### config.mk
export PLATFORM = sky130hd
export DESIGN_NAME = alu_seq
export DESIGN_NICKNAME = d
export VERILOG_FILES = /design/src/rtl/alu_seq.sv
export SDC_FILE = /design/constraint.sdc
export NUM_CORES = 1
export LEC_CHECK = 0
export BUFFER_PORTS_ARGS = -buffer_cell sky130_fd_sc_hd__buf_2
export CAP_MARGIN = 30
export CORE_ASPECT_RATIO = 2
export CORE_MARGIN = 8
export CORE_UTILIZATION = 25
export DETAILED_ROUTE_END_ITERATION = 10
export GPL_TIMING_DRIVEN = 0
export PLACE_DENSITY = 0.49
export SLEW_MARGIN = 20
export SYNTH_ARGS = -nofsm -noshare
export SYNTH_HDL_FRONTEND = slang
export SYNTH_SLANG_ARGS = --single-unit
### constraint.sdc
create_clock -name clk -period 4.25 [get_ports clk]
set_input_delay 0.2125 -clock clk [delete_from_list [all_inputs] [get_ports clk]]
set_output_delay 0.2125 -clock clk [all_outputs]
set_load 0.03 [all_outputs]
### src/rtl/alu_seq.sv
// alu_seq: 74181-style ALU that evaluates SLICE bits per clock, LSB slice first,
// rippling carry between slices, with valid/ready handshakes on request and result.
module alu_seq #(
  parameter int WIDTH = 16,
  parameter int SLICE = 8
) (
  input  logic             clk,
  input  logic             rst,
  input  logic             in_valid,
  output logic             in_ready,
  input  logic [WIDTH-1:0] a,
  input  logic [WIDTH-1:0] b,
  input  logic             cf_in,
  input  logic [3:0]       op,
  input  logic             mode,
  output logic             out_valid,
  input  logic             out_ready,
  output logic [WIDTH-1:0] alu_out,
  output logic             cf_out,
  output logic             zf_out,
  output logic             nf_out,
  output logic             vf_out
);

  localparam int NSLICE = WIDTH / SLICE;
  localparam int IW     = (NSLICE > 1) ? $clog2(NSLICE) : 1;
  localparam logic [IW-1:0] LAST_K = IW'(NSLICE - 1);

  typedef enum logic [1:0] {
    S_IDLE = 2'd0,
    S_BUSY = 2'd1,
    S_DONE = 2'd2
  } state_t;

  function automatic logic [WIDTH-1:0] logic_fn(input logic [3:0] f,
                                                input logic [WIDTH-1:0] x,
                                                input logic [WIDTH-1:0] y);
    logic [WIDTH-1:0] r;
    case (f)
      4'd0:    r = ~x;
      4'd1:    r = ~(x | y);
      4'd2:    r = ~x & y;
      4'd3:    r = {WIDTH{1'b0}};
      4'd4:    r = ~(x & y);
      4'd5:    r = ~y;
      4'd6:    r = x ^ y;
      4'd7:    r = x & ~y;
      4'd8:    r = ~x | y;
      4'd9:    r = ~(x ^ y);
      4'd10:   r = y;
      4'd11:   r = x & y;
      4'd12:   r = {WIDTH{1'b1}};
      4'd13:   r = x | ~y;
      4'd14:   r = x | y;
      4'd15:   r = x;
      default: r = x;
    endcase
    return r;
  endfunction

  // First addend of the arithmetic function.
  function automatic logic [WIDTH-1:0] arith_x(input logic [3:0] f,
                                               input logic [WIDTH-1:0] x,
                                               input logic [WIDTH-1:0] y);
    logic [WIDTH-1:0] r;
    case (f)
      4'd0, 4'd4, 4'd6, 4'd8, 4'd9, 4'd12, 4'd15: r = x;
      4'd1, 4'd5, 4'd13:                          r = x | y;
      4'd2, 4'd10, 4'd14:                         r = x | ~y;
      4'd3:                                       r = {WIDTH{1'b0}};
      4'd7:                                       r = x & ~y;
      4'd11:                                      r = x & y;
      default:                                    r = x;
    endcase
    return r;
  endfunction

  // Second addend of the arithmetic function.
  function automatic logic [WIDTH-1:0] arith_y(input logic [3:0] f,
                                               input logic [WIDTH-1:0] x,
                                               input logic [WIDTH-1:0] y);
    logic [WIDTH-1:0] r;
    case (f)
      4'd0, 4'd1, 4'd2:          r = {WIDTH{1'b0}};
      4'd3, 4'd7, 4'd11, 4'd15:  r = {WIDTH{1'b1}};
      4'd4, 4'd5:                r = x & ~y;
      4'd6:                      r = ~y;
      4'd8, 4'd10:               r = x & y;
      4'd9:                      r = y;
      4'd12, 4'd13, 4'd14:       r = x;
      default:                   r = {WIDTH{1'b0}};
    endcase
    return r;
  endfunction

  state_t           state_q, state_d;
  logic [WIDTH-1:0] a_q, a_d;
  logic [WIDTH-1:0] b_q, b_d;
  logic [3:0]       op_q, op_d;
  logic             mode_q, mode_d;
  logic             carry_q, carry_d;
  logic [IW-1:0]    k_q, k_d;
  logic [WIDTH-1:0] res_q, res_d;
  logic             in_ready_q, in_ready_d;
  logic             out_valid_q, out_valid_d;
  logic             cf_q, cf_d;
  logic             zf_q, zf_d;
  logic             nf_q, nf_d;
  logic             vf_q, vf_d;

  logic [WIDTH-1:0] x_s;
  logic [WIDTH-1:0] y_s;
  logic [WIDTH-1:0] lf_s;
  logic [31:0]      base_s;
  logic [SLICE-1:0] xs_s;
  logic [SLICE-1:0] ys_s;
  logic [SLICE-1:0] ls_s;
  logic [SLICE:0]   sum_s;
  logic [SLICE-1:0] slice_s;
  logic [WIDTH-1:0] merged_s;

  // Slice k datapath: carry_q holds cf_in for slice 0 and the previous slice carry after.
  always_comb begin
    x_s      = arith_x(op_q, a_q, b_q);
    y_s      = arith_y(op_q, a_q, b_q);
    lf_s     = logic_fn(op_q, a_q, b_q);
    base_s   = 32'(k_q) * 32'(SLICE);
    xs_s     = SLICE'(x_s >> base_s);
    ys_s     = SLICE'(y_s >> base_s);
    ls_s     = SLICE'(lf_s >> base_s);
    sum_s    = {1'b0, xs_s} + {1'b0, ys_s} + {{SLICE{1'b0}}, carry_q};
    if (mode_q) begin
      slice_s = ls_s;
    end else begin
      slice_s = sum_s[SLICE-1:0];
    end
    merged_s = (res_q & ~(WIDTH'({SLICE{1'b1}}) << base_s))
             | (WIDTH'(slice_s) << base_s);
  end

  // Next-state and next-output logic for the IDLE/BUSY/DONE sequencer.
  always_comb begin
    state_d     = state_q;
    a_d         = a_q;
    b_d         = b_q;
    op_d        = op_q;
    mode_d      = mode_q;
    carry_d     = carry_q;
    k_d         = k_q;
    res_d       = res_q;
    in_ready_d  = in_ready_q;
    out_valid_d = out_valid_q;
    cf_d        = cf_q;
    zf_d        = zf_q;
    nf_d        = nf_q;
    vf_d        = vf_q;
    case (state_q)
      S_IDLE: begin
        if (in_valid) begin
          a_d        = a;
          b_d        = b;
          op_d       = op;
          mode_d     = mode;
          carry_d    = cf_in;
          k_d        = {IW{1'b0}};
          res_d      = {WIDTH{1'b0}};
          in_ready_d = 1'b0;
          state_d    = S_BUSY;
        end else begin
          in_ready_d = 1'b1;
        end
      end
      S_BUSY: begin
        res_d   = merged_s;
        carry_d = sum_s[SLICE];
        if (k_q == LAST_K) begin
          cf_d        = mode_q ? 1'b0 : sum_s[SLICE];
          vf_d        = mode_q ? 1'b0 : ((x_s[WIDTH-1] == y_s[WIDTH-1]) &&
                                         (merged_s[WIDTH-1] != x_s[WIDTH-1]));
          zf_d        = (merged_s == {WIDTH{1'b0}});
          nf_d        = merged_s[WIDTH-1];
          out_valid_d = 1'b1;
          state_d     = S_DONE;
        end else begin
          k_d = k_q + IW'(1);
        end
      end
      S_DONE: begin
        if (out_ready) begin
          out_valid_d = 1'b0;
          in_ready_d  = 1'b1;
          state_d     = S_IDLE;
        end else begin
          out_valid_d = 1'b1;
        end
      end
      default: begin
        out_valid_d = 1'b0;
        in_ready_d  = 1'b1;
        state_d     = S_IDLE;
      end
    endcase
  end

  // State and output registers; reset discards any operation in flight.
  always_ff @(posedge clk) begin
    if (rst) begin
      state_q     <= S_IDLE;
      a_q         <= {WIDTH{1'b0}};
      b_q         <= {WIDTH{1'b0}};
      op_q        <= 4'd0;
      mode_q      <= 1'b0;
      carry_q     <= 1'b0;
      k_q         <= {IW{1'b0}};
      res_q       <= {WIDTH{1'b0}};
      in_ready_q  <= 1'b1;
      out_valid_q <= 1'b0;
      cf_q        <= 1'b0;
      zf_q        <= 1'b0;
      nf_q        <= 1'b0;
      vf_q        <= 1'b0;
    end else begin
      state_q     <= state_d;
      a_q         <= a_d;
      b_q         <= b_d;
      op_q        <= op_d;
      mode_q      <= mode_d;
      carry_q     <= carry_d;
      k_q         <= k_d;
      res_q       <= res_d;
      in_ready_q  <= in_ready_d;
      out_valid_q <= out_valid_d;
      cf_q        <= cf_d;
      zf_q        <= zf_d;
      nf_q        <= nf_d;
      vf_q        <= vf_d;
    end
  end

  assign in_ready  = in_ready_q;
  assign out_valid = out_valid_q;
  assign alu_out   = res_q;
  assign cf_out    = cf_q;
  assign zf_out    = zf_q;
  assign nf_out    = nf_q;
  assign vf_out    = vf_q;

endmodule

---- Word-level counts from Yosys, hierarchy flattened ----
Cells that the tools add are included.
operators by class
  mux-type cells .......................... 23
  reduce and logical (&&, ||, !) cells .... 19
  add/sub/neg operators ................... 3
  bitwise logic cells ..................... 17
  shift operators ......................... 5
  equal/unequal tests ..................... 22
operators with widths
  kind                                                                   count
  16-bit case mux with 16 select lines                                   1
  16-bit case mux with 7 select lines                                    1
  16-bit inverter                                                        6
  16-bit case mux with 6 select lines                                    1
  16-bit bitwise AND                                                     4
  16-bit OR                                                              4
  16-bit by 4-bit right shift with 8-bit output                          3
  4-bit equality test, second input constant                             8
  16-bit case mux with 2 select lines                                    1
  4-bit by 3-bit equality test with 1-bit output, second input constant  4
  16-bit zero test                                                       1
  16-bit two-way mux                                                     1
  8-bit by 4-bit left shift with 16-bit output                           1
  8-bit by 4-bit left shift with 16-bit output, first input constant     1
  16-bit XOR                                                             1
  3-bit OR reduction                                                     4
  2-bit AND reduction                                                    5
  8-bit by 8-bit adder with 9-bit output                                 1
  9-bit by 1-bit adder with 9-bit output                                 1
  1-bit two-way mux                                                      9
  4-bit by 2-bit equality test with 1-bit output, second input constant  2
  8-bit two-way mux                                                      1
  7-bit OR reduction                                                     1
  2-bit two-way mux                                                      3
  other kinds (18)                                                       24
word-level totals
  flip-flop bits (word level) ............. 63
  output and inout bits ................... 22
  logic and storage cells ................. 103
  input port bits ......................... 42

---- Longest topological paths before layout ----
Gate-level depths: netlist of the first run.
  depth after elaboration ................. 12
  mapped depth ............................ 20
  mapped depth without buffers ............ 17

---- Worst setup path before layout of the first run ----
Ideal clock, no wire load.
  kind .................................... reg2reg
  start point ............................. reg op_q[2]
  end point ............................... reg zf_q, in the netlist zf_out
  required time ........................... 4.191 ns
  buffers on the path ..................... 5
  arrival ................................. 3.838 ns
  cell stages (with the launch flop) ...... 21
  library setup time ...................... 0.059 ns
  setup slack ............................. 0.353 ns
  period minus slack after synthesis ...... 3.897 ns
  path through ............................ dfxtp_1 > buf_6 > buf_6 > buf_6 > buf_2 > nand2_1 > a22oi_2 > buf_2 > nor3_1 > a211oi_1 > a21oi_1 > fa_1 > fa_1 > nor2b_1 > o32ai_1 > a21oi_1 > a31oi_1 > nor4_1 > nor4b_2 > nand4_1 > nand2_1
on the way
  longest elaborated chain between the ends .. 10
  elaborated cells on any way between the ends .. 36
  classes of those cells .................. add/sub (2); eq/ne (15); shift (4); mux (4); bitwise (1); reduce/logical (10)
RTL lines
  what                                                                                        RTL line    RTL
  from (decl)                                                                                 99          logic [3:0] op_q, op_d;
  from (signal assigned)                                                                      226         op_q <= op_d;
  4-bit equality test (tied with other cells)                                                 39, 66, 83
  7-bit OR reduction (tied with other cells)                                                  66          case (f)
  16-bit case mux with 6 select lines or 16-bit case mux with 7 select lines (tied branches)  66, 83
  16-bit by 4-bit right shift with 8-bit output (on tied branches)                            128, 129
  8-bit by 8-bit adder with 9-bit output                                                      131         sum_s = {1'b0, xs_s} + {1'b0, ys_s} + {{SLICE{1'b0}}, carry_q};
  9-bit by 1-bit adder with 9-bit output                                                      131
  8-bit two-way mux (*)                                                                       132         if (mode_q) begin
  8-bit by 4-bit left shift with 16-bit output (*)                                            138         | (WIDTH'(slice_s) << base_s);
  16-bit OR (*)                                                                               138
  16-bit zero test (*)                                                                        180         zf_d = (merged_s == {WIDTH{1'b0}});
  to (signal assigned)                                                                        234         zf_q <= zf_d;
  to (decl)                                                                                   107         logic zf_q, zf_d;
Mark *: on every way between the ends. The rest lies on a longest branch, timed or not.
A chain may end at the register's enable or synchronous reset.

---- Worst setup path after layout of the first run ----
  start point ............................. reg k_q
  end point ............................... reg zf_q, in the netlist zf_out
on the way
  longest elaborated chain between the ends .. 7
  elaborated cells on any way between the ends .. 13
  classes of those cells .................. add/sub (2); shift (5); mux (1); bitwise (3); reduce/logical (2)
RTL lines
  what                                                              RTL line  RTL
  from (decl)                                                       102       logic [IW-1:0] k_q, k_d;
  from (signal assigned)                                            214       k_q <= {IW{1'b0}};
  from (signal assigned)                                            229       k_q <= k_d;
  16-bit by 4-bit right shift with 8-bit output (on tied branches)  128, 129
  8-bit by 8-bit adder with 9-bit output                            131
  9-bit by 1-bit adder with 9-bit output                            131
  8-bit two-way mux                                                 132
  8-bit by 4-bit left shift with 16-bit output                      138
  16-bit OR                                                         138
  16-bit zero test                                                  180
Several ways; a longest one is shown, not always the timed one.

==> run_results.csv, run 1 <==
group,metric,value,unit
route,drt-total-wl,47200,um
cts,root_buffer,"clkbuf_16",
logic_synthesis,synth-xor-area-share,0.362,%
logic_synthesis,synthArstFlopShare,0,%
critical_path,worstSetupEndpointType,"flip-flop",
floorplanning,fp-row-count,88,
route,antenna_left,0,
global_routing,overflow,0,
cts,clkSlewWorstSetupHoldPaths,60,ps
logic_synthesis,synth-edff-count,0,
floorplanning,die_area,35100,sq um
power_and_ir_drop,power,2.86,mW
critical_path,cp.required,4550,ps
power_and_ir_drop,power.leakage,3.62,nW
cts,insertion_delay,350,ps
logic_synthesis,syn_nets,1123,
logic_synthesis,synthCells,1005,
timing,grt_setup_unrepaired,"true",
layout,syn2layout_area_growth,30.5,%
cts,clockBufferDepth,2,
power_and_ir_drop,ir_drop,0.236,mV
logic_synthesis,synth_top_family_by_area,"compound AO/OA/AOI/OAI gates",
cts,ctsHoldBuffers,0,
outcome,violations,"design-rule violations",
cts,cts.sinks,63,
logic_synthesis,synthTopCellsByArea,"dfxtp_1 (17%), ha_1 (13%), nand2_1 (7.8%)",
layout,final-seq-area,1270,sq um
timing,hold_ws,94.6,ps
floorplanning,io-pin-count,64,
outcome,outcome,"complete, but fails checks",
logic_synthesis,yosys_warnings,0,
layout,fin_nets,1246,
placed_design,portBuffers,62,
logic_synthesis,synth_cell_types,83,
timing,maxSlewViolCount,0,
logic_synthesis,synth_area_leader_cell,"dfxtp_1",
layout,fill_cells,3075,
route,vias_per_cell,6.04,
route,drc,1,
logic_synthesis,synth-main-ff-cell,"dfxtp_1",
critical_path,startpoint_type,"flip-flop",
logic_synthesis,synthTopCellsByCount,"nand2_1 (151), a21oi_1 (101), ha_1 (74)",
logic_synthesis,synth.top_cell.area_share,17.4,%
timing,min_period_over_period,99.3,%
timing,finalHoldViolCount,0,
route,drtPass1Iterations,10,
timing,min_period,4220,ps
logic_synthesis,syn_area_per_cell,7.22,sq um
cts,cts_buffers,9,
timing,setup_ws,29.5,ps
critical_path,crit_arrival,4520,ps
global_routing,grt_pass1_vias,9090,
logic_synthesis,synthMuxAreaShare,1.67,%
critical_path,crit_type,"flip-flop to flip-flop",
logic_synthesis,ys_ff_latch,63,
placed_design,place_hpwl,35900,um
min_path,hp-class,"primary input to flip-flop",
timing,finalSetupViolCount,0,
floorplanning,start_util,25.2,%
logic_synthesis,synth_compound_area_share,35.9,%
layout,multi_input_area,5810,sq um
global_routing,grt_use_total,26.9,%
logic_synthesis,synthAdderAreaFrac,13.3,%
timing,worstMarginPinSlew,1010,ps
floorplanning,dieWidth,136,um
route,dr.first_iter.drc_count,700,
global_routing,antenna_found_initial,1,
cts,cts_tree,"built",
placed_design,post_dp_cell_area,8050,sq um
logic_synthesis,synth-simple-area-share,23.0,%
floorplanning,die_height,257,um
floorplanning,core_area,28700,sq um
layout,drive_gt1_share,23.6,%
timing,fmax,237,MHz
placed_design,place.gp.congestion,1.04,
route,vias,9025,
run,drv_cap,0,
layout,fin_area,9470,sq um
cts,cts_max_level,3,
logic_synthesis,ys_seq_area_share,17.4,%
global_routing,grt_max_degree,14,
logic_synthesis,syn_area,7250,sq um
global_routing,grt_pass1_wl,66700,um
critical_path,cp_max_fo,10,
placed_design,dp_slack,-2110,ps
route,wl_per_cell,31.6,um
power_and_ir_drop,p_per_area,302,nW/um^2
timing,slew_headroom,32.1,%
logic_synthesis,synth_most_common_cell,"nand2_1",
timing,skew,4.82,ps
## per-stage QoR
step / cells / util, % / setup TNS, ps
2_1_floorplan: 1005 / - / 0
3_3_place_gp: 1427 / 27.9 / -25930
3_5_place_dp: 1430 / 28.0 / -26030
4_1_cts: 1457 / 30.6 / -25.3
5_1_grt: 1494 / 32.9 / -116
6_report: 1494 / 32.9 / 0
## repair_timing
item | CTS | global route
resized for setup | 105 | 97
cloned | 0 | 1
pin swaps | 10 | 29
buffers inserted | 14 | 38
endpoints found under the setup margin | 21 | 5
## critical path: stages, from the launching register on
cell	delay (ps)
dfxtp_2	480
buf_4	270
buf_4	280
buf_6	230
buf_4	260
a21oi_2	100
fa_2	430
fa_2	450
nor2b_4	180
o31a_1	320
nor3_2	80
a221o_1	350
nor4b_4	380
nand4_1	260
nand2_1	100
## report_power, final
| part | leakage (nW) | total [mW] | switching (mW) | internal (mW) |
|---|---|---|---|---|
| combinational | 2.97 | 1.41 | 0.883 | 0.529 |
| sequential | 0.517 | 0.724 | 0.0939 | 0.630 |
| clock | 0.130 | 0.722 | 0.322 | 0.400 |
| total | 3.62 | 2.86 | 1.30 | 1.56 |
## final timing paths
kind	start	end	slack, ps	cells past startpoint
worst max-delay path	k_q$_SDFFE_PP0P_	zf_out$_SDFFE_PP0P_	30	14
worst min-delay path	a[1]	a_q[1]$_SDFFE_PP0P_	90	3
worst max register to register	k_q$_SDFFE_PP0P_	zf_out$_SDFFE_PP0P_	30	14
worst min register to register	zf_out$_SDFFE_PP0P_	zf_out$_SDFFE_PP0P_	460	2
## cell usage in the layout, fill, tap and decap left out, types with 13 or more instances in the layout
cell,count
a211oi_1,17
a21oi_1,97
a22oi_1,31
buf_2,70
buf_4,60
buf_6,17
clkbuf_1,18
dfxtp_1,58
ha_1,72
inv_1,47
nand2_1,145
nand2b_1,23
nand3_1,13
nor2_1,52
nor2b_1,21
nor3_1,18
o21ai_0,46
o221ai_1,14
o22ai_1,20
## final cells by class
type / instances / area share (%)
Antenna cell: 1 / 0.0264
Buffer: 72 / 7.02
Clock buffer: 9 / 2.38
Clock inverter: 7 / 0.595
Inverter: 50 / 1.98
Multi-Input combinational cell: 813 / 61.3
Sequential cell: 63 / 13.4
Tap cell: 360 / 4.76
Timing Repair Buffer: 119 / 8.48
## flip-flops by register name (all words and copies together), names as in the netlist
signal,flops
a_q,16
alu_out,16
b_q,16
carry_q,1
cf_out,1
in_ready,1
k_q,1
mode_q,1
nf_out,1
op_q,4
out_valid,1
state_q,2
vf_out,1
zf_out,1
## kinds of logic after synthesis
family / Yosys count
AO/OA/AOI/OAI: 378
AND/OR/NAND/NOR: 344
buffers and inverters: 129
adder cells (fa/ha/maj): 76
flip-flops: 63
multiplexers: 12
XOR/XNOR: 3
## routing by layer
metal,global-route usage [%],share of wire [%],vias to the layer above
met2,46.7,51,546
met5,0,0,-
met3,5.43,6.6,226
met1,25.5,32,4289
li1,-,-,3964
met4,25.3,10,0
Note: power is estimated with default switching activity, not from simulation.
==> run 2, diff against run 1 <==
--- a/config.mk
+++ b/config.mk
@@ -7,7 +7,7 @@
 export LEC_CHECK = 0
 export BUFFER_PORTS_ARGS = -buffer_cell sky130_fd_sc_hd__buf_2
 export CAP_MARGIN = 30
-export CORE_ASPECT_RATIO = 2
+export CORE_ASPECT_RATIO = 0.7
 export CORE_MARGIN = 8
 export CORE_UTILIZATION = 25
 export DETAILED_ROUTE_END_ITERATION = 10
==> run 2 against run 1 <==
  * First-iteration DRC count rose by 100%
  * Wire length fell by 14%
  * Non-clock buffer count fell by 21
  * Critical path depth rose by 5
  * Clock skew rose by 3.0 ps
  * Clock power rose by 11%
  * Fmax fell by 0.71%
  * Count of clock-buffer cells in the layout rose by 1
  * Sequential power rose by 0.7%
  * Global-route usage fell by 4.1 points
  * Register-to-register slack got worse by 30 ps
  * The flow finishes with violations (negative setup slack)
==> run_results.csv, run 2 (same netlist as run 1, synthesis figures left out) <==
group,metric,value,unit
timing,grt_setup_unrepaired,"true",
placed_design,portBuffers,62,
route,drt-total-wl,40600,um
critical_path,cp_max_fo,10,
route,dr.first_iter.drc_count,1417,
floorplanning,start_util,25.2,%
timing,min_period_over_period,100,%
critical_path,cp.required,4540,ps
floorplanning,fp-row-count,52,
route,vias_per_cell,6.06,
power_and_ir_drop,pwr-share-comb,46.5,%
layout,fin_nets,1225,
timing,slew_headroom,37.2,%
timing,finalSetupViolCount,1,
route,drc,0,
global_routing,grt_pass1_wl,58000,um
route,vias,9028,
critical_path,critPathLaunch,"op_q[3]$_SDFFE_PP0P_",
timing,skew,7.86,ps
placed_design,place.gp.congestion,1.05,
cts,root_buffer,"clkbuf_16",
global_routing,grt_max_degree,20,
floorplanning,die_height,159,um
cts,ctsHoldBuffers,0,
cts,clkSlewWorstSetupHoldPaths,60,ps
power_and_ir_drop,power.leakage,3.49,nW
critical_path,crit_type,"flip-flop to flip-flop",
outcome,violations,"negative setup slack",
layout,mostFrequentLayoutCells,"nand2_1 (147), a21oi_1 (98), buf_2 (73), ha_1 (73), dfxtp_1 (58)",
timing,fmax,235,MHz
timing,hold_ws,113,ps
layout,multi_input_area,5700,sq um
layout,final-seq-area,1280,sq um
layout,drive_gt1_share,21.0,%
min_path,hp-class,"primary input to flip-flop",
power_and_ir_drop,p_per_area,312,nW/um^2
layout,syn2layout_area_growth,26.7,%
cts,cts_max_level,3,
route,drtPass1Iterations,5,
cts,cts_tree,"built",
critical_path,crit_arrival,4540,ps
global_routing,grt_pass1_vias,8245,
cts,clockBufferDepth,2,
timing,worstMarginPinSlew,939,ps
power_and_ir_drop,power.share.clock,28.1,%
placed_design,place_hpwl,30300,um
cts,cts_buffers,9,
timing,min_period,4250,ps
timing,finalHoldViolCount,0,
global_routing,overflow,0,
floorplanning,core_area,28800,sq um
floorplanning,io-pin-count,64,
power_and_ir_drop,pwr-share-seq,25.5,%
global_routing,grt_use_total,22.8,%
critical_path,r2r_start,"op_q[3]$_SDFFE_PP0P_",
timing,maxSlewViolCount,0,
placed_design,dp_slack,-1890,ps
floorplanning,dieWidth,220,um
power_and_ir_drop,switching_power,1.21,mW
cts,insertion_delay,340,ps
layout,final_common_cell,"nand2_1",
cts,cts.sinks,63,
global_routing,antenna_found_initial,0,
power_and_ir_drop,swShare,42.4,%
route,wl_per_cell,27.3,um
critical_path,worstSetupEndpointType,"flip-flop",
timing,setup_ws,-0.800,ps
min_path,min-delay-start,"b[2]",
outcome,outcome,"complete, but fails checks",
critical_path,startpoint_type,"flip-flop",
layout,fill_cells,3151,
floorplanning,die_area,34800,sq um
power_and_ir_drop,ir_drop,0.200,mV
route,antenna_left,0,
layout,diodes,0,
run,drv_cap,0,
power_and_ir_drop,p_int,1.65,mW
[run 2: cell types whose count changed in the layout (fill, tap and decap cells not counted), sizes merged]
cell      delta
clkinvlp     -3
buf         -29
bufinv       +2
clkinv       +2
diode        -1
inv          -2
clkbuf       +9
[run 2: worst paths after layout]
path,to,slack [ps],cells past startpoint
worst max-delay path,zf_out$_SDFFE_PP0P_,-0.8,19
worst min-delay path,b_q[2]$_SDFFE_PP0P_,110,3
worst max register to register,zf_out$_SDFFE_PP0P_,-0.8,19
worst min register to register,zf_out$_SDFFE_PP0P_,450,2
[run 2: repair_timing]
action                                  CTS  global route
setup buffers                            10            22
cloned                                    0             1
pin swaps                                12            16
endpoints found under the setup margin   21             7
resized for setup                       103            59
hold endpoints to repair                  0             0
[run 2: layout make-up]
cell class | count | share of cell area, %
Clock buffer | 10 | 2.49
Timing Repair Buffer | 96 | 6.43
Buffer | 74 | 6.88
Inverter | 50 | 2.04
Multi-Input combinational cell | 813 | 62.1
Tap cell | 378 | 5.15
Sequential cell | 63 | 13.9
Clock inverter | 6 | 1.03
[run 2: power by group through the flow]
stage / Clock (mW) / Sequential [mW] / Combinational (mW)
global route: 0.853 / 0.733 / 1.40
detailed placement: 0 / 0.728 / 1.10
floorplan: 0 / 0.699 / 0.706
CTS: 0.825 / 0.720 / 1.19
global placement: 0 / 0.729 / 1.11
finish: 0.804 / 0.729 / 1.33
[run 2: metrics by stage]
| step | cells | setup TNS [ps] | cell area, sq um | utilization [%] | power, mW |
|---|---|---|---|---|---|
| after floorplan | 1005 | 0 | 7250 | - | 1.41 |
| after global placement | 1445 | -27120 | 8040 | 27.9 | 1.84 |
| after detailed placement | 1446 | -23450 | 8050 | 28.0 | 1.83 |
| after CTS | 1469 | 0 | 8790 | 30.6 | 2.73 |
| after global routing | 1490 | -189 | 9190 | 32.0 | 2.98 |
| final | 1490 | -0.800 | 9190 | 32.0 | 2.86 |
[run 2: worst max-delay path, stage by stage (launching register included)]
cell and delay (ps):
dfxtp_4 390, buf_6 160, buf_12 160, buf_8 170, nand2_1 90, a22oi_2 290
buf_6 200, buf_4 120, a211o_1 130, a21oi_2 70, fa_2 400, fa_2 610
nor2b_4 150, a31oi_2 50, mux2i_2 270, a31oi_4 100, nor4b_2 300, and4b_1 230
nand4_1 170, nand2_1 100
[run 2: routing by layer]
layer / wire (um) / track usage [%] / up-vias / share of wire [%]
met5: 0 / 0 / - / 0
met4: 1460 / 8.19 / 0 / 3.6
met3: 6380 / 9.24 / 115 / 16
met2: 14800 / 29.2 / 727 / 36
met1: 18000 / 32.9 / 4262 / 44
li1: - / - / 3924 / -
